### config.mk
export PLATFORM = sky130hd
export DESIGN_NAME = e203_exu_oitf_flat
export DESIGN_NICKNAME = d
export VERILOG_FILES = /design/src/rtl/e203_exu_oitf_pkg.sv /design/src/rtl/e203_exu_oitf_if.sv /design/src/rtl/e203_exu_oitf_entry.sv /design/src/rtl/e203_exu_oitf.sv /design/src/flat_wrapper.sv
export SDC_FILE = /design/constraint.sdc
export NUM_CORES = 1
export LEC_CHECK = 0
export CORE_ASPECT_RATIO = 0.8
export CORE_MARGIN = 1.5
export CORE_UTILIZATION = 51
export CTS_CLUSTER_DIAMETER = 60
export DETAILED_ROUTE_END_ITERATION = 10
export PLACE_DENSITY = 0.88
export SYNTH_ARGS = -nofsm -noshare
export SYNTH_HDL_FRONTEND = slang
export SYNTH_SLANG_ARGS = --single-unit
### constraint.sdc
create_clock -name clk -period 5.2 [get_ports clk]
set_input_delay 1.04 -clock clk [delete_from_list [all_inputs] [get_ports clk]]
set_output_delay 1.04 -clock clk [all_outputs]
set_load 0.05 [all_outputs]
### src/rtl/e203_exu_oitf_pkg.sv
// e203_exu_oitf_pkg: shared widths, entry/operand types and pointer advance for the OITF.
package e203_exu_oitf_pkg;
   localparam int OITF_DEPTH  = 2;
   localparam int ITAG_WIDTH  = (OITF_DEPTH > 1) ? $clog2(OITF_DEPTH) : 1;
   localparam int RFIDX_WIDTH = 5;
   localparam int PC_SIZE     = 32;

   typedef logic [ITAG_WIDTH-1:0]  itag_t;
   typedef logic [RFIDX_WIDTH-1:0] rfidx_t;
   typedef logic [PC_SIZE-1:0]     pc_t;

   typedef struct packed {
      rfidx_t rdidx;
      logic   rdwen;
      logic   rdfpu;
      pc_t    pc;
   } oitf_ent_t;

   typedef struct packed {
      logic   en;
      logic   fpu;
      rfidx_t idx;
   } rf_op_t;

   // Returns {wrap_flag, ptr} after one step; the flag toggles on wrap.
   function automatic logic [ITAG_WIDTH:0] ptr_adv(input logic flg, input itag_t ptr);
      return (ptr == itag_t'(OITF_DEPTH - 1)) ? {~flg, itag_t'(0)} : {flg, ptr + itag_t'(1)};
   endfunction
endpackage

### src/rtl/e203_exu_oitf_if.sv
// e203_exu_oitf_if: dispatch/retire to OITF signal bundle; master drives requests, slave is the OITF.
interface e203_exu_oitf_if;
   import e203_exu_oitf_pkg::*;
   logic   dis_ready;
   logic   dis_ena;
   itag_t  dis_ptr;
   logic   ret_ena;
   itag_t  ret_ptr;
   rfidx_t ret_rdidx;
   logic   ret_rdwen;
   logic   ret_rdfpu;
   pc_t    ret_pc;
   logic   disp_i_rs1en, disp_i_rs2en, disp_i_rs3en, disp_i_rdwen;
   logic   disp_i_rs1fpu, disp_i_rs2fpu, disp_i_rs3fpu, disp_i_rdfpu;
   rfidx_t disp_i_rs1idx, disp_i_rs2idx, disp_i_rs3idx, disp_i_rdidx;
   pc_t    disp_i_pc;
   logic   oitfrd_match_disprs1, oitfrd_match_disprs2, oitfrd_match_disprs3, oitfrd_match_disprd;
   logic   oitf_empty;

   modport master (
      output dis_ena, ret_ena,
      output disp_i_rs1en, disp_i_rs2en, disp_i_rs3en, disp_i_rdwen,
      output disp_i_rs1fpu, disp_i_rs2fpu, disp_i_rs3fpu, disp_i_rdfpu,
      output disp_i_rs1idx, disp_i_rs2idx, disp_i_rs3idx, disp_i_rdidx, disp_i_pc,
      input  dis_ready, dis_ptr, ret_ptr, ret_rdidx, ret_rdwen, ret_rdfpu, ret_pc,
      input  oitfrd_match_disprs1, oitfrd_match_disprs2, oitfrd_match_disprs3, oitfrd_match_disprd,
      input  oitf_empty
   );

   modport slave (
      input  dis_ena, ret_ena,
      input  disp_i_rs1en, disp_i_rs2en, disp_i_rs3en, disp_i_rdwen,
      input  disp_i_rs1fpu, disp_i_rs2fpu, disp_i_rs3fpu, disp_i_rdfpu,
      input  disp_i_rs1idx, disp_i_rs2idx, disp_i_rs3idx, disp_i_rdidx, disp_i_pc,
      output dis_ready, dis_ptr, ret_ptr, ret_rdidx, ret_rdwen, ret_rdfpu, ret_pc,
      output oitfrd_match_disprs1, oitfrd_match_disprs2, oitfrd_match_disprs3, oitfrd_match_disprd,
      output oitf_empty
   );
endinterface

### src/rtl/e203_exu_oitf_entry.sv
// e203_exu_oitf_entry: one OITF slot -- valid bit, rd/pc payload and its four hazard comparators.
module e203_exu_oitf_entry
   import e203_exu_oitf_pkg::*;
(
   input  logic            clk,
   input  logic            rst_n,
   input  logic            set_i,
   input  logic            clr_i,
   input  oitf_ent_t       ent_i,
   input  rf_op_t    [3:0] ops_i,
   output oitf_ent_t       ent_o,
   output logic      [3:0] match_o
);
   logic      vld_q, vld_d;
   oitf_ent_t ent_q;

   assign vld_d = set_i | (vld_q & ~clr_i);

   always_ff @(posedge clk or negedge rst_n) begin
      if (!rst_n) vld_q <= 1'b0;
      else        vld_q <= vld_d;
   end

   // Payload is only observed while valid, so it carries no reset.
   always_ff @(posedge clk) begin
      if (set_i) ent_q <= ent_i;
   end

   for (genvar k = 0; k < 4; k++) begin : g_cmp
      assign match_o[k] = vld_q & ent_q.rdwen & ops_i[k].en
                        & (ent_q.rdfpu == ops_i[k].fpu) & (ent_q.rdidx == ops_i[k].idx);
   end

   assign ent_o = ent_q;
endmodule

### src/rtl/e203_exu_oitf.sv
// e203_exu_oitf: outstanding instruction track FIFO -- allocates tags for long-pipe ops,
// retires in order, and flags RAW/WAW hazards of the dispatching instruction.
module e203_exu_oitf
   import e203_exu_oitf_pkg::*;
(
   input  logic           clk,
   input  logic           rst_n,
   e203_exu_oitf_if.slave oitf
);
   itag_t          alc_ptr_q, alc_ptr_d, ret_ptr_q, ret_ptr_d;
   logic           alc_flg_q, alc_flg_d, ret_flg_q, ret_flg_d;
   logic           ptr_eq, empty, full, alc_go, ret_go;
   oitf_ent_t      ent_new, ent_ret;
   oitf_ent_t      ent [OITF_DEPTH];
   logic     [3:0] ent_match [OITF_DEPTH];
   logic     [3:0] match;
   rf_op_t   [3:0] ops;

   assign ptr_eq = alc_ptr_q == ret_ptr_q;
   assign empty  = ptr_eq & (alc_flg_q == ret_flg_q);
   assign full   = ptr_eq & (alc_flg_q != ret_flg_q);
   assign alc_go = oitf.dis_ena & ~full;
   assign ret_go = oitf.ret_ena & ~empty;

   always_comb begin
      {alc_flg_d, alc_ptr_d} = alc_go ? ptr_adv(alc_flg_q, alc_ptr_q) : {alc_flg_q, alc_ptr_q};
      {ret_flg_d, ret_ptr_d} = ret_go ? ptr_adv(ret_flg_q, ret_ptr_q) : {ret_flg_q, ret_ptr_q};
   end

   always_ff @(posedge clk or negedge rst_n) begin
      if (!rst_n) begin
         alc_ptr_q <= '0;
         alc_flg_q <= 1'b0;
         ret_ptr_q <= '0;
         ret_flg_q <= 1'b0;
      end else begin
         alc_ptr_q <= alc_ptr_d;
         alc_flg_q <= alc_flg_d;
         ret_ptr_q <= ret_ptr_d;
         ret_flg_q <= ret_flg_d;
      end
   end

   assign ent_new = '{rdidx: oitf.disp_i_rdidx, rdwen: oitf.disp_i_rdwen,
                      rdfpu: oitf.disp_i_rdfpu, pc: oitf.disp_i_pc};
   // Slot order: [0]=rs1, [1]=rs2, [2]=rs3, [3]=rd.
   assign ops = {oitf.disp_i_rdwen, oitf.disp_i_rdfpu, oitf.disp_i_rdidx,
                 oitf.disp_i_rs3en, oitf.disp_i_rs3fpu, oitf.disp_i_rs3idx,
                 oitf.disp_i_rs2en, oitf.disp_i_rs2fpu, oitf.disp_i_rs2idx,
                 oitf.disp_i_rs1en, oitf.disp_i_rs1fpu, oitf.disp_i_rs1idx};

   for (genvar i = 0; i < OITF_DEPTH; i++) begin : g_ent
      e203_exu_oitf_entry u_ent (
         .clk     (clk),
         .rst_n   (rst_n),
         .set_i   (alc_go && alc_ptr_q == itag_t'(i)),
         .clr_i   (ret_go && ret_ptr_q == itag_t'(i)),
         .ent_i   (ent_new),
         .ops_i   (ops),
         .ent_o   (ent[i]),
         .match_o (ent_match[i])
      );
   end

   always_comb begin
      match = '0;
      for (int k = 0; k < OITF_DEPTH; k++) match = match | ent_match[k];
   end

   assign ent_ret                   = ent[ret_ptr_q];
   assign oitf.dis_ready            = ~full;
   assign oitf.dis_ptr              = alc_ptr_q;
   assign oitf.ret_ptr              = ret_ptr_q;
   assign oitf.ret_rdidx            = ent_ret.rdidx;
   assign oitf.ret_rdwen            = ent_ret.rdwen;
   assign oitf.ret_rdfpu            = ent_ret.rdfpu;
   assign oitf.ret_pc               = ent_ret.pc;
   assign oitf.oitf_empty           = empty;
   assign oitf.oitfrd_match_disprs1 = match[0];
   assign oitf.oitfrd_match_disprs2 = match[1];
   assign oitf.oitfrd_match_disprs3 = match[2];
   assign oitf.oitfrd_match_disprd  = match[3];
endmodule

### src/flat_wrapper.sv
// flat-port wrapper written by rule: the top's interface ports become plain ports
module e203_exu_oitf_flat import e203_exu_oitf_pkg::*;
  (clk, rst_n, oitf_dis_ena, oitf_ret_ena, oitf_disp_i_rs1en, oitf_disp_i_rs2en, oitf_disp_i_rs3en, oitf_disp_i_rdwen, oitf_disp_i_rs1fpu, oitf_disp_i_rs2fpu, oitf_disp_i_rs3fpu, oitf_disp_i_rdfpu, oitf_disp_i_rs1idx, oitf_disp_i_rs2idx, oitf_disp_i_rs3idx, oitf_disp_i_rdidx, oitf_disp_i_pc, oitf_dis_ready, oitf_dis_ptr, oitf_ret_ptr, oitf_ret_rdidx, oitf_ret_rdwen, oitf_ret_rdfpu, oitf_ret_pc, oitf_oitfrd_match_disprs1, oitf_oitfrd_match_disprs2, oitf_oitfrd_match_disprs3, oitf_oitfrd_match_disprd, oitf_oitf_empty);
  e203_exu_oitf_if oitf_i ();
  input  logic clk;
  input  logic rst_n;
  input wire logic [$bits(oitf_i.dis_ena)-1:0] oitf_dis_ena;
  input wire logic [$bits(oitf_i.ret_ena)-1:0] oitf_ret_ena;
  input wire logic [$bits(oitf_i.disp_i_rs1en)-1:0] oitf_disp_i_rs1en;
  input wire logic [$bits(oitf_i.disp_i_rs2en)-1:0] oitf_disp_i_rs2en;
  input wire logic [$bits(oitf_i.disp_i_rs3en)-1:0] oitf_disp_i_rs3en;
  input wire logic [$bits(oitf_i.disp_i_rdwen)-1:0] oitf_disp_i_rdwen;
  input wire logic [$bits(oitf_i.disp_i_rs1fpu)-1:0] oitf_disp_i_rs1fpu;
  input wire logic [$bits(oitf_i.disp_i_rs2fpu)-1:0] oitf_disp_i_rs2fpu;
  input wire logic [$bits(oitf_i.disp_i_rs3fpu)-1:0] oitf_disp_i_rs3fpu;
  input wire logic [$bits(oitf_i.disp_i_rdfpu)-1:0] oitf_disp_i_rdfpu;
  input wire logic [$bits(oitf_i.disp_i_rs1idx)-1:0] oitf_disp_i_rs1idx;
  input wire logic [$bits(oitf_i.disp_i_rs2idx)-1:0] oitf_disp_i_rs2idx;
  input wire logic [$bits(oitf_i.disp_i_rs3idx)-1:0] oitf_disp_i_rs3idx;
  input wire logic [$bits(oitf_i.disp_i_rdidx)-1:0] oitf_disp_i_rdidx;
  input wire logic [$bits(oitf_i.disp_i_pc)-1:0] oitf_disp_i_pc;
  output wire logic [$bits(oitf_i.dis_ready)-1:0] oitf_dis_ready;
  output wire logic [$bits(oitf_i.dis_ptr)-1:0] oitf_dis_ptr;
  output wire logic [$bits(oitf_i.ret_ptr)-1:0] oitf_ret_ptr;
  output wire logic [$bits(oitf_i.ret_rdidx)-1:0] oitf_ret_rdidx;
  output wire logic [$bits(oitf_i.ret_rdwen)-1:0] oitf_ret_rdwen;
  output wire logic [$bits(oitf_i.ret_rdfpu)-1:0] oitf_ret_rdfpu;
  output wire logic [$bits(oitf_i.ret_pc)-1:0] oitf_ret_pc;
  output wire logic [$bits(oitf_i.oitfrd_match_disprs1)-1:0] oitf_oitfrd_match_disprs1;
  output wire logic [$bits(oitf_i.oitfrd_match_disprs2)-1:0] oitf_oitfrd_match_disprs2;
  output wire logic [$bits(oitf_i.oitfrd_match_disprs3)-1:0] oitf_oitfrd_match_disprs3;
  output wire logic [$bits(oitf_i.oitfrd_match_disprd)-1:0] oitf_oitfrd_match_disprd;
  output wire logic [$bits(oitf_i.oitf_empty)-1:0] oitf_oitf_empty;
  assign oitf_i.dis_ena = oitf_dis_ena;
  assign oitf_i.ret_ena = oitf_ret_ena;
  assign oitf_i.disp_i_rs1en = oitf_disp_i_rs1en;
  assign oitf_i.disp_i_rs2en = oitf_disp_i_rs2en;
  assign oitf_i.disp_i_rs3en = oitf_disp_i_rs3en;
  assign oitf_i.disp_i_rdwen = oitf_disp_i_rdwen;
  assign oitf_i.disp_i_rs1fpu = oitf_disp_i_rs1fpu;
  assign oitf_i.disp_i_rs2fpu = oitf_disp_i_rs2fpu;
  assign oitf_i.disp_i_rs3fpu = oitf_disp_i_rs3fpu;
  assign oitf_i.disp_i_rdfpu = oitf_disp_i_rdfpu;
  assign oitf_i.disp_i_rs1idx = oitf_disp_i_rs1idx;
  assign oitf_i.disp_i_rs2idx = oitf_disp_i_rs2idx;
  assign oitf_i.disp_i_rs3idx = oitf_disp_i_rs3idx;
  assign oitf_i.disp_i_rdidx = oitf_disp_i_rdidx;
  assign oitf_i.disp_i_pc = oitf_disp_i_pc;
  assign oitf_dis_ready = oitf_i.dis_ready;
  assign oitf_dis_ptr = oitf_i.dis_ptr;
  assign oitf_ret_ptr = oitf_i.ret_ptr;
  assign oitf_ret_rdidx = oitf_i.ret_rdidx;
  assign oitf_ret_rdwen = oitf_i.ret_rdwen;
  assign oitf_ret_rdfpu = oitf_i.ret_rdfpu;
  assign oitf_ret_pc = oitf_i.ret_pc;
  assign oitf_oitfrd_match_disprs1 = oitf_i.oitfrd_match_disprs1;
  assign oitf_oitfrd_match_disprs2 = oitf_i.oitfrd_match_disprs2;
  assign oitf_oitfrd_match_disprs3 = oitf_i.oitfrd_match_disprs3;
  assign oitf_oitfrd_match_disprd = oitf_i.oitfrd_match_disprd;
  assign oitf_oitf_empty = oitf_i.oitf_empty;
  e203_exu_oitf u_core (.clk(clk), .rst_n(rst_n), .oitf(oitf_i));
endmodule
== Yosys cells after proc, flatten, opt, wreduce, memory -nomap -nowiden ==
Cells that the tools add are included.

* Output and inout port bits: 47
* Word-level logic and storage cells: 91
* Register bits after elaboration: 84

* Bitwise gates (word level): 44
* Eq/ne operators: 19
* Mux-type cells: 5
* Reductions and logical operators: 6
* Order comparisons: 1
* Add/sub/neg operators: 2

{| class="wikitable"
|+ Operators with widths
! operator !! count
|-
| $mux 39 || 3
|-
| $eq 5x5->1 || 8
|-
| $and 1x1->1 || 32
|-
| $eq 1x1->1 || 10
|-
| $not 1->1 || 8
|-
| $logic_and 1x1->1 || 4
|-
| $or 4x4->4 || 1
|-
| $reduce_and 2->1 || 2
|-
| $add 1x1->1 const B || 2
|-
| $ge 2x2->1 const B || 1
|-
| $mux 1 || 2
|-
| $not 1->2 || 1
|-
| $or 1x1->1 || 2
|-
| $ne 1x1->1 || 1
|}

== Logic depth before layout (Yosys ltp) ==
Gate-level depths: netlist of run 1.

* Depth after elaboration: 8
* Mapped depth: 5
* Depth with buffers taken out: 4

== Modules after synthesis ==
From an unflattened synthesis of run 1, not the netlist that was laid out.

* Cells, all modules: 238
* Area total of the unflattened synthesis: 3,796.1 um^2

{| class="wikitable"
|+ Modules (own cells, without submodules)
! module !! area each (um^2) !! cells each !! times used !! seq. area each (um^2)
|-
| e203_exu_oitf_entry || 1,527.7 || 81 || 2 || 1,196.1
|-
| e203_exu_oitf || 740.7 || 76 || 1 || 100.1
|}

== Worst setup path after synthesis of run 1 ==
Ideal clock, no wire load.

* Kind: register -> register
* Start: register u_core.ret_ptr_q, in the netlist u_core.oitf.ret_ptr
* End: register u_core.g_ent[0].u_ent.ent_q (netlist bit u_core.g_ent[0].u_ent.ent_o[0]), enable pin
* Cell stages (with the launch flop): 5
* Buffers on the path: 2
* Setup slack: 1,678 ps
* Library setup time: 448 ps
* Arrival: 3,074 ps
* Cell sequence: dfrtp_1 -> clkbuf_1 -> clkbuf_1 -> inv_1 -> a21oi_1

* Longest elaborated chain between the ends: 5

{| class="wikitable"
|+ Ends and longest elaborated chain
! item !! RTL line !! RTL
|-
| from (decl) || e203_exu_oitf.sv:10 || <nowiki>itag_t alc_ptr_q, alc_ptr_d, ret_ptr_q, ret_ptr_d;</nowiki>
|-
| from (signal assigned) || e203_exu_oitf.sv:39 || <nowiki>ret_ptr_q <= ret_ptr_d;</nowiki>
|-
| $eq 1x1->1 || e203_exu_oitf.sv:19 || <nowiki>assign ptr_eq = alc_ptr_q == ret_ptr_q;</nowiki>
|-
| $and 1x1->1 || e203_exu_oitf.sv:21 || <nowiki>assign full = ptr_eq & (alc_flg_q != ret_flg_q);</nowiki>
|-
| $not 1->1 || e203_exu_oitf.sv:22 || <nowiki>assign alc_go = oitf.dis_ena & ~full;</nowiki>
|-
| $and 1x1->1 || e203_exu_oitf.sv:22 ||
|-
| $logic_and 1x1->1 || e203_exu_oitf.sv:56 || <nowiki>.set_i (alc_go && alc_ptr_q == itag_t'(i)),</nowiki>
|-
| named net u_core.g_ent[0].u_ent.set_i || e203_exu_oitf_entry.sv:7 || <nowiki>input logic set_i,</nowiki>
|-
| to (signal assigned) || e203_exu_oitf_entry.sv:26 || <nowiki>if (set_i) ent_q <= ent_i;</nowiki>
|-
| to (decl) || e203_exu_oitf_entry.sv:15 || <nowiki>oitf_ent_t ent_q;</nowiki>
|}

The timed path passes the listed nets, and every way through them passes these cells.
A chain may end at the register's enable or synchronous reset.

== Final worst setup path of run 1 ==
* Start: input port oitf_disp_i_rdidx[0]
* End: output port oitf_oitfrd_match_disprd

* Longest elaborated chain between the ends: 3
* Elaborated cells between the ends (all ways): 5
* Those cells by class: eq/ne: 2; bitwise: 3

{| class="wikitable"
|+ Ends and longest elaborated chain
! item !! RTL line !! RTL
|-
| from (decl) || flat_wrapper.sv:20 || <nowiki>input wire logic [$bits(oitf_i.disp_i_rdidx)-1:0] oitf_disp_i_rdidx;</nowiki>
|-
| $eq 5x5->1 || e203_exu_oitf_entry.sv:31 || <nowiki>& (ent_q.rdfpu == ops_i[k].fpu) & (ent_q.rdidx == ops_i[k].idx);</nowiki>
|-
| $and 1x1->1 || e203_exu_oitf_entry.sv:31 ||
|-
| $or 4x4->4 * || e203_exu_oitf.sv:67 || <nowiki>for (int k = 0; k < OITF_DEPTH; k++) match = match | ent_match[k];</nowiki>
|-
| to (decl) || flat_wrapper.sv:32 || <nowiki>output wire logic [$bits(oitf_i.oitfrd_match_disprd)-1:0] oitf_oitfrd_match_disprd;</nowiki>
|}

Every way passes the cells marked *; elsewhere a longest branch is shown, timed or not.

==> results.cfg, run 1 <==
[grt]
busiest_layer = met2
grt_use_total = 0.212
grt_max_degree = 40
grt_remaining_overflow = 0
gr-usage-met1 = 0.265
antenna_found_initial = 0
met2_usage = 0.341
grt_util_met3 = 0.0701
grt_pass1_vias = 2477
grt_pass1_wl_um = 12400

[drt]
drt_iter0_drc = 167
wl_per_cell_um = 18.0
num_vias = 2341
totalWireLength_um = 7890
ant_nets = 0
drc = 8
first_pass_iters = 8
vias_per_cell = 5.33

[synthesis]
synthMuxAreaShare = 0.120
syn_area_um2 = 3740
synth_top_family_by_area = multiplexers
ys_seq_area_frac = 0.666
synth_top_cell_area_share = 0.625
synth_compound_area_frac = 0.0291
synthTopCellsByArea = edfxtp_1, mux2_2, xnor2_1
synth-edff-count = 78
synth-async-reset-ratio = 0.0714
postSynthRegisterBits = 84
yosys.area.top_type = edfxtp_1
synth_nets = 306
syn_inst = 242
synth_cell_type_count = 25
postSynth.topFlopCell = edfxtp_1
syn_area_per_cell_um2 = 15.5
synth_fa_ha_area_frac = 0
synth_xor_area_frac = 0.119
yosys_warnings = 0
synth_simple_gate_area_share = 0.0434

[sta]
fin_setup_tns_ps = 0
fin_crit_sh = 0.817
finalSetupViolCount = 0
max_freq_ghz = 0.235
rsz0062_at_grt = no
period_minus_slack_ps = 4250
worstMarginPinSlew_ps = 548
hold_viol_final = 0
slew_headroom = 0.634
clock_skew_ps = 11.7
maxSlewViolCount = 0

[clocking]
clock_latency_ps = 350
numCtsBuffers = 9
root_buffer = clkbuf_8
cts_resized = 0
clock_path_buffers = 2
clkTransAtPathRegs_ps = 80
cts.sinks = 84
ctsHoldBuffers = 0
postCtsSetupRepairBufs = 0
cts_tree = built
cts.htree.levels = 3

[worst_setup_path]
cp.arrival_ps = 3210
cp-start-kind = input pin
timing.critical_path.buf_inv = 2
critical_path.most_common_cell = clkdlybuf4s50_1
cp_top_family = buffers and inverters
slowest_delay_ps = 820
worst-setup-path-type = in2out
end_kind = output pin
slowest_stage = clkdlybuf4s50_1
cp_max_fo = 4
cp.required_ps = 4160
crit_chain = clkdlybuf4s50_1 > xor2_1 > nor4_1 > nand4_1 > o21ai_1 > clkdlybuf4s50_1

[placed_design]
place.gp.congestion = 0.913
portBuffers = 110
dpl.hpwl_um = 5550
dpl.cell_count = 423

[floorplan]
initial_core_util = 0.536
dieArea_um2 = 7870
die_w_um = 98.8
die_y_um = 79.6
pin_count = 111
core-area_um2 = 6990
num_rows = 27

[flow_run]
maxCapViolations = 0

[power_and_ir_drop]
ir_drop_v = 0.000404
power_uw = 3110
p_per_area_nw_per_um2 = 607
static-leakage-power_uw = 0.00169

[finish]
mostFrequentLayoutCells = clkdlybuf4s50_1, edfxtp_1, xnor2_1
layout_commonest_cell = clkdlybuf4s50_1
diodes = 0
nets = 411
syn_to_final_growth_pct = 36.8
final_cells = 439
layout-drive-gt1-share = 0.179

[worst_hold_path]
hp-class = reg2reg

[status]
violations = design-rule violations
outcome = finished, violations left
## layer usage
layer	vias to the layer above	wire [um]
met5	-	0
met2	108	3680
li1	1103	-
met1	1115	3380
met3	15	653
met4	0	172
## worst reg2reg max path, cell delays in order, from the launching register on
cell and delay, ps:
dfrtp_2 640, buf_4 460, inv_1 150, a21oi_4 230, buf_4 460
## where the power goes
part | total [uW] | internal (uW) | switching (uW) | leakage (uW)
logic | 1560 | 583 | 978 | 0.000795
clock network | 463 | 228 | 235 | 0.0000992
registers | 1080 | 953 | 129 | 0.000792
## logic make-up (layout without fill, tap and decap cells)
family | after synthesis | count (layout)
flip-flops | 84 | 84
AO/OA/AOI/OAI | 18 | 18
AND/OR/NAND/NOR | 29 | 29
multiplexers | 40 | 40
XOR/XNOR | 50 | 50
buffers and inverters | 21 | 131
## worst paths after layout
path	end	slack (ps)	start	depth (start not counted)
setup / recovery	oitf_oitfrd_match_disprd	950	oitf_disp_i_rdidx[0]	6
hold / removal	u_core.g_ent[1].u_ent.vld_q	550	u_core.g_ent[1].u_ent.vld_q	2
min in group asynchronous	u_core.oitf.dis_ptr	920	rst_n	1
max in group asynchronous	u_core.oitf.ret_ptr	4050	rst_n	1
hold reg to reg	u_core.g_ent[1].u_ent.vld_q	550	u_core.g_ent[1].u_ent.vld_q	2
setup reg to reg	u_core.g_ent[0].u_ent.ent_o[38]	2880	u_core.oitf.ret_ptr	4
## layout make-up
cell class                 count  area, um2
tap                           87        109
sequential                    84       2490
clock inverter                 6       71.3
multi-input combinational    137       1190
fill                         461       1870
timing repair buffer         113       1120
clock buffer                  10        128
inverter                       2       7.51
## registers in the layout, indices dropped and copies added (netlist names)
signal,count
u_core.oitf.dis_ptr,1
u_core.oitf.ret_ptr,1
u_core.g_ent.u_ent.vld_q,2
u_core.alc_flg_q,1
u_core.g_ent.u_ent.ent_o,78
u_core.ret_flg_q,1
## Yosys cell counts (2+ instances only)
cell / count
mux2_2: 40
a31oi_1: 2
nand2b_1: 2
and2_1: 2
clkbuf_1: 13
o21ai_0: 4
nand2_1: 4
inv_1: 2
o22ai_1: 3
xor2_1: 7
edfxtp_1: 78
a21oi_1: 5
dfrtp_1: 6
nor2_1: 4
nand4_1: 15
buf_2: 5
xnor2_1: 42
## metrics by stage
| stage | util | area (um2) | hold WS, ps | worst slack, ps |
|---|---|---|---|---|
| after floorplan | - | 3740 | 470 | 1680 |
| after global placement | 0.704 | 4920 | 511 | 1050 |
| after detailed placement | 0.704 | 4920 | 529 | 1000 |
| after CTS | 0.733 | 5120 | 546 | 1010 |
| after global routing | 0.733 | 5120 | 587 | 909 |
| final | 0.733 | 5120 | 547 | 949 |
Power figures use the tool's default switching activity.
==> run 2: changes to the inputs <==
CORE_UTILIZATION = 47   (was 51)
PLACE_DENSITY = 0.83   (was 0.88)
clock period = 4 ns   (was 5.2 ns; I/O delays follow)
==> run 2 against run 1 <==
Effect of this change: the run now ends clean; first-iteration DRC count shrank 32%; global-route usage decreased by 1.6 points; die area grew 8.2%; combinational power rose by 29%; clock power grew 37%; sequential power rose by 34%; flip-flop and latch count unchanged; core utilization down 4.7 points; count of clock-buffer cells in the layout is 1 lower; setup slack lost 420 ps; hold slack gained 3.9 ps; critical path depth fell by 1.
==> results.cfg, run 2 (synthesized netlist as in run 1, its figures left out) <==
[floorplan]
num_rows = 28
dieArea_um2 = 8520
die_w_um = 103
pin_count = 111
die_y_um = 82.8
initial_core_util = 0.495
core-area_um2 = 7570

[finish]
nets = 411
n_fill_cell = 535
layout_commonest_cell = clkdlybuf4s50_1
layout-drive-gt1-share = 0.185
syn_to_final_growth_pct = 38.4
mostFrequentLayoutCells = clkdlybuf4s50_1, edfxtp_1, xnor2_1
diodes = 0
largest_register_ffs = 78

[grt]
grt_pass1_vias = 2466
grt_use_total = 0.196
grt_util_met3 = 0.0715
gr-usage-met1 = 0.247
grt_max_degree = 45
grt_pass1_wl_um = 12400
met2_usage = 0.329
grt_remaining_overflow = 0
busiest_layer = met2
antenna_found_initial = 0

[sta]
max_freq_ghz = 0.288
maxSlewViolCount = 0
slew_headroom = 0.314
setup_slack_ps = 530
fin_crit_sh = 0.867
clock_skew_ps = 12.4
fin_setup_tns_ps = 0
finalSetupViolCount = 0
worstMarginPinSlew_ps = 1030
holdWs_ps = 551
period_minus_slack_ps = 3470
hold_viol_final = 0
rsz0062_at_grt = no

[placed_design]
post-place-ws_ps = 545
dpl.hpwl_um = 5730
portBuffers = 110
place.gp.congestion = 0.799

[drt]
vias_per_cell = 5.12
totalWireLength_um = 8090
ant_nets = 0
num_vias = 2340
first_pass_iters = 4
wl_per_cell_um = 17.7
drt_iter0_drc = 114
drc = 0

[worst_setup_path]
slowest_stage = clkdlybuf4s50_1
crit_path_start = oitf_disp_i_rs1idx[3]
critical_path.most_common_cell = clkdlybuf4s50_1
cp.required_ps = 3200
reg2reg_setup_slack_ps = 1450
cp_max_fo = 2
cp.arrival_ps = 2670
worst-setup-path-type = in2out
slowest_delay_ps = 830
crit_chain = clkdlybuf4s50_1 > xnor2_1 > nand4_1 > o22ai_1 > clkdlybuf4s50_1
worstReg2RegStart = u_core.oitf.ret_ptr
cp-start-kind = input pin
end_kind = output pin

[power_and_ir_drop]
internal_power_uw = 2320
seqPwrFrac = 0.353
switching_share = 0.435
p_per_area_nw_per_um2 = 793
p_clk_frac = 0.154
static-leakage-power_uw = 0.00170
ir_drop_v = 0.000488
p_switching_uw = 1790
p_comb_frac = 0.493

[clocking]
postCtsSetupRepairBufs = 0
clock_path_buffers = 2
cts.htree.levels = 3
ctsHoldBuffers = 0
cts_resized = 0
clkTransAtPathRegs_ps = 80
numCtsBuffers = 9
clock_latency_ps = 350
cts_tree = built
root_buffer = clkbuf_8
cts.sinks = 84

[worst_hold_path]
hp-class = reg2reg
hold_start = u_core.g_ent[0].u_ent.vld_q

[flow_run]
maxCapViolations = 0

[status]
outcome = completed
run 2: cell count changes in the layout (fill, tap and decap cells not counted):
cell             delta
clkinv_8            +1
clkbuf_1            -1
buf_4               -1
inv_6               +1
clkinv_2            -1
clkdlybuf4s50_1     -1
buf_12              +2
run 2: path summary, 6_finish.rpt:
kind                                                    to  cells past startpoint
min reg2reg                    u_core.g_ent[0].u_ent.vld_q                      1
max                              oitf_oitfrd_match_disprs1                      5
min in group asynchronous              u_core.oitf.dis_ptr                      1
max in group asynchronous              u_core.oitf.ret_ptr                      1
max reg2reg                u_core.g_ent[0].u_ent.ent_o[38]                      4
min                            u_core.g_ent[0].u_ent.vld_q                      1
run 2: cell type report:
type	count	area, um2	share of cell area
well taps	105	131	0.0253
clock inverters	7	91.3	0.0176
repair buffers	113	1150	0.221
multi-input cells	137	1190	0.230
inverters	2	7.51	0.00145
flip-flops and latches	84	2490	0.481
clock buffers	9	124	0.0239
run 2: critical path: cells and delay by family:
family          cells  cell delay [ps]
compound gates      1              220
buf+inv             2             1290
simple gates        1              120
xor+xnor            1              230
run 2: per-layer routing:
| layer | vias up | routed length (um) |
|---|---|---|
| li1 | 1105 | - |
| met1 | 1135 | 3460 |
| met2 | 96 | 3930 |
| met3 | 4 | 662 |
| met4 | 0 | 42 |
| met5 | - | 0 |
run 2: power by group through the flow:
stage	clock (uW)	sequential, uW	combinational [uW]
after global placement	0	1460	2010
after global routing	684	1480	2110
after floorplan	0	1350	1450
final	633	1450	2020
after detailed placement	0	1470	2030
after CTS	648	1450	2040
run 2: metrics by stage:
step           cells   util  power, uW  cell area [um2]
6_report         457  0.685       4110             5180
5_1_grt          457  0.685       4280             5180
4_1_cts          457  0.685       4140             5180
3_5_place_dp     441  0.657       3500             4970
3_3_place_gp     441  0.657       3460             4970
2_1_floorplan    242      -       2800             3740
==> run 3: changes to the inputs <==
CORE_UTILIZATION = 51   (was 47)
PLACE_DENSITY = 0.88   (was 0.83)
clock period = 4.45 ns   (was 4 ns; I/O delays follow)
==> run 3 against run 2 <==
Effect of this change: the flow now finishes with violations (design-rule violations); largest power group unchanged; clock skew fell by 1.6 ps; critical endpoint is now oitf_oitfrd_match_disprd; global-route usage is 2.1 points higher; core utilization rose by 4.7 points; flip-flop and latch count unchanged; register-to-register slack better by 260 ps.
==> results.cfg, run 3 (synthesized netlist as in run 1, its figures left out) <==
[status]
outcome = finished, violations left
violations = design-rule violations

[power_and_ir_drop]
p_per_area_nw_per_um2 = 710
static-leakage-power_uw = 0.00168
ir_drop_v = 0.000506

[finish]
fin_util = 0.732
n_fill_cell = 457
multi_input_area_um2 = 1190
syn_to_final_growth_pct = 36.6
design_area_um2 = 5120
regArea_um2 = 2490
nets = 410
diodes = 0
mostFrequentLayoutCells = clkdlybuf4s50_1, edfxtp_1, xnor2_1
layout_commonest_cell = clkdlybuf4s50_1
largest_register_ffs = 78
layout-drive-gt1-share = 0.177

[drt]
num_vias = 2357
first_pass_iters = 7
drc = 8
vias_per_cell = 5.39
wl_per_cell_um = 18.4
drt_iter0_drc = 159
totalWireLength_um = 8040
ant_nets = 0

[clocking]
postCtsSetupRepairBufs = 0
ctsHoldBuffers = 0
clkTransAtPathRegs_ps = 80
clock_latency_ps = 340
cts.sinks = 84
clock_path_buffers = 2
cts.htree.levels = 3
cts_tree = built
root_buffer = clkbuf_8
numCtsBuffers = 9
cts_resized = 0

[worst_setup_path]
slowest_delay_ps = 830
slowest_stage = clkdlybuf4s50_1
end_kind = output pin
worst-setup-path-type = in2out
crit_chain = clkdlybuf4s50_1 > xor2_1 > nor4_1 > nand4_1 > o21ai_1 > clkdlybuf4s50_1
cp_max_fo = 4
reg2reg_setup_slack_ps = 1710
critical_path.most_common_cell = clkdlybuf4s50_1
cp.arrival_ps = 2970
cp.required_ps = 3560
cp-start-kind = input pin

[grt]
grt_pass1_wl_um = 12700
grt_util_met3 = 0.0806
busiest_layer = met2
antenna_found_initial = 0
grt_pass1_vias = 2584
grt_remaining_overflow = 0
grt_use_total = 0.217
gr-usage-met1 = 0.262
met2_usage = 0.369
grt_max_degree = 52

[sta]
setup_slack_ps = 585
fin_setup_tns_ps = 0
period_minus_slack_ps = 3860
worstMarginPinSlew_ps = 1110
hold_viol_final = 0
max_freq_ghz = 0.259
rsz0062_at_grt = no
clock_skew_ps = 10.8
fin_crit_sh = 0.869
maxSlewViolCount = 0
slew_headroom = 0.257
finalSetupViolCount = 0

[floorplan]
dieArea_um2 = 7870
die_y_um = 79.6
core-area_um2 = 6990
die_w_um = 98.8
pin_count = 111
num_rows = 27
initial_core_util = 0.536

[placed_design]
post-place-ws_ps = 591
place.gp.congestion = 0.874
post_dp_cell_area_um2 = 4920
dpl.hpwl_um = 5710
portBuffers = 110

[flow_run]
maxCapViolations = 0

[worst_hold_path]
hp-class = reg2reg
==> run 3: cell count changes in the layout (fill, tap and decap cells not counted), sizes merged <==
cell and change:
clkinvlp -1, inv +1, buf -2, clkinv -1, clkdlybuf4s50 +1
==> run 3: report_power, final <==
group / switching, uW / leakage (uW) / internal, uW
clock: 283 / 0.000103 / 268
combinational: 1090 / 0.000790 / 680
sequential: 199 / 0.000792 / 1110
total: 1570 / 0.00168 / 2060
==> run 3: metrics by stage <==
| stage | hold slack [ps] | total power [uW] | cells |
|---|---|---|---|
| floorplan | 470 | 2520 | 242 |
| global placement | 506 | 3080 | 422 |
| detailed placement | 520 | 3110 | 422 |
| CTS | 538 | 3660 | 437 |
| global route | 593 | 3800 | 437 |
| finish | 546 | 3630 | 437 |
==> run 3: per-layer routing <==
layer  share of wire  wire (um)  vias to the layer above
met3           0.092        741                        8
met2            0.48       3860                      115
met5               0          0                        -
met1            0.42       3360                     1129
li1                -          -                     1105
met4          0.0097         78                        0
==> run 3: final cells by class <==
cell class,count,share of cell area
clock buffer,9,0.0242
tap,87,0.0213
inverter,2,0.00147
clock inverter,6,0.0149
timing repair buffer,112,0.218
multi-input combinational,137,0.233
sequential,84,0.487
==> run 3: path summary, 6_finish.rpt <==
path	startpoint	to	depth (start not counted)
min in group asynchronous	rst_n	u_core.ret_flg_q	1
setup / recovery	oitf_disp_i_rdidx[1]	oitf_oitfrd_match_disprd	6
hold / removal	u_core.g_ent[1].u_ent.vld_q	u_core.g_ent[1].u_ent.vld_q	2
setup reg to reg	u_core.oitf.ret_ptr	u_core.g_ent[0].u_ent.ent_o[0]	3
max in group asynchronous	rst_n	u_core.oitf.ret_ptr	1
hold reg to reg	u_core.g_ent[1].u_ent.vld_q	u_core.g_ent[1].u_ent.vld_q	2
==> run 3: critical path: cells and delay by family <==
family	cells	cell delay, ps
simple gates	2	460
xor+xnor	1	180
buf+inv	2	1330
compound gates	1	110
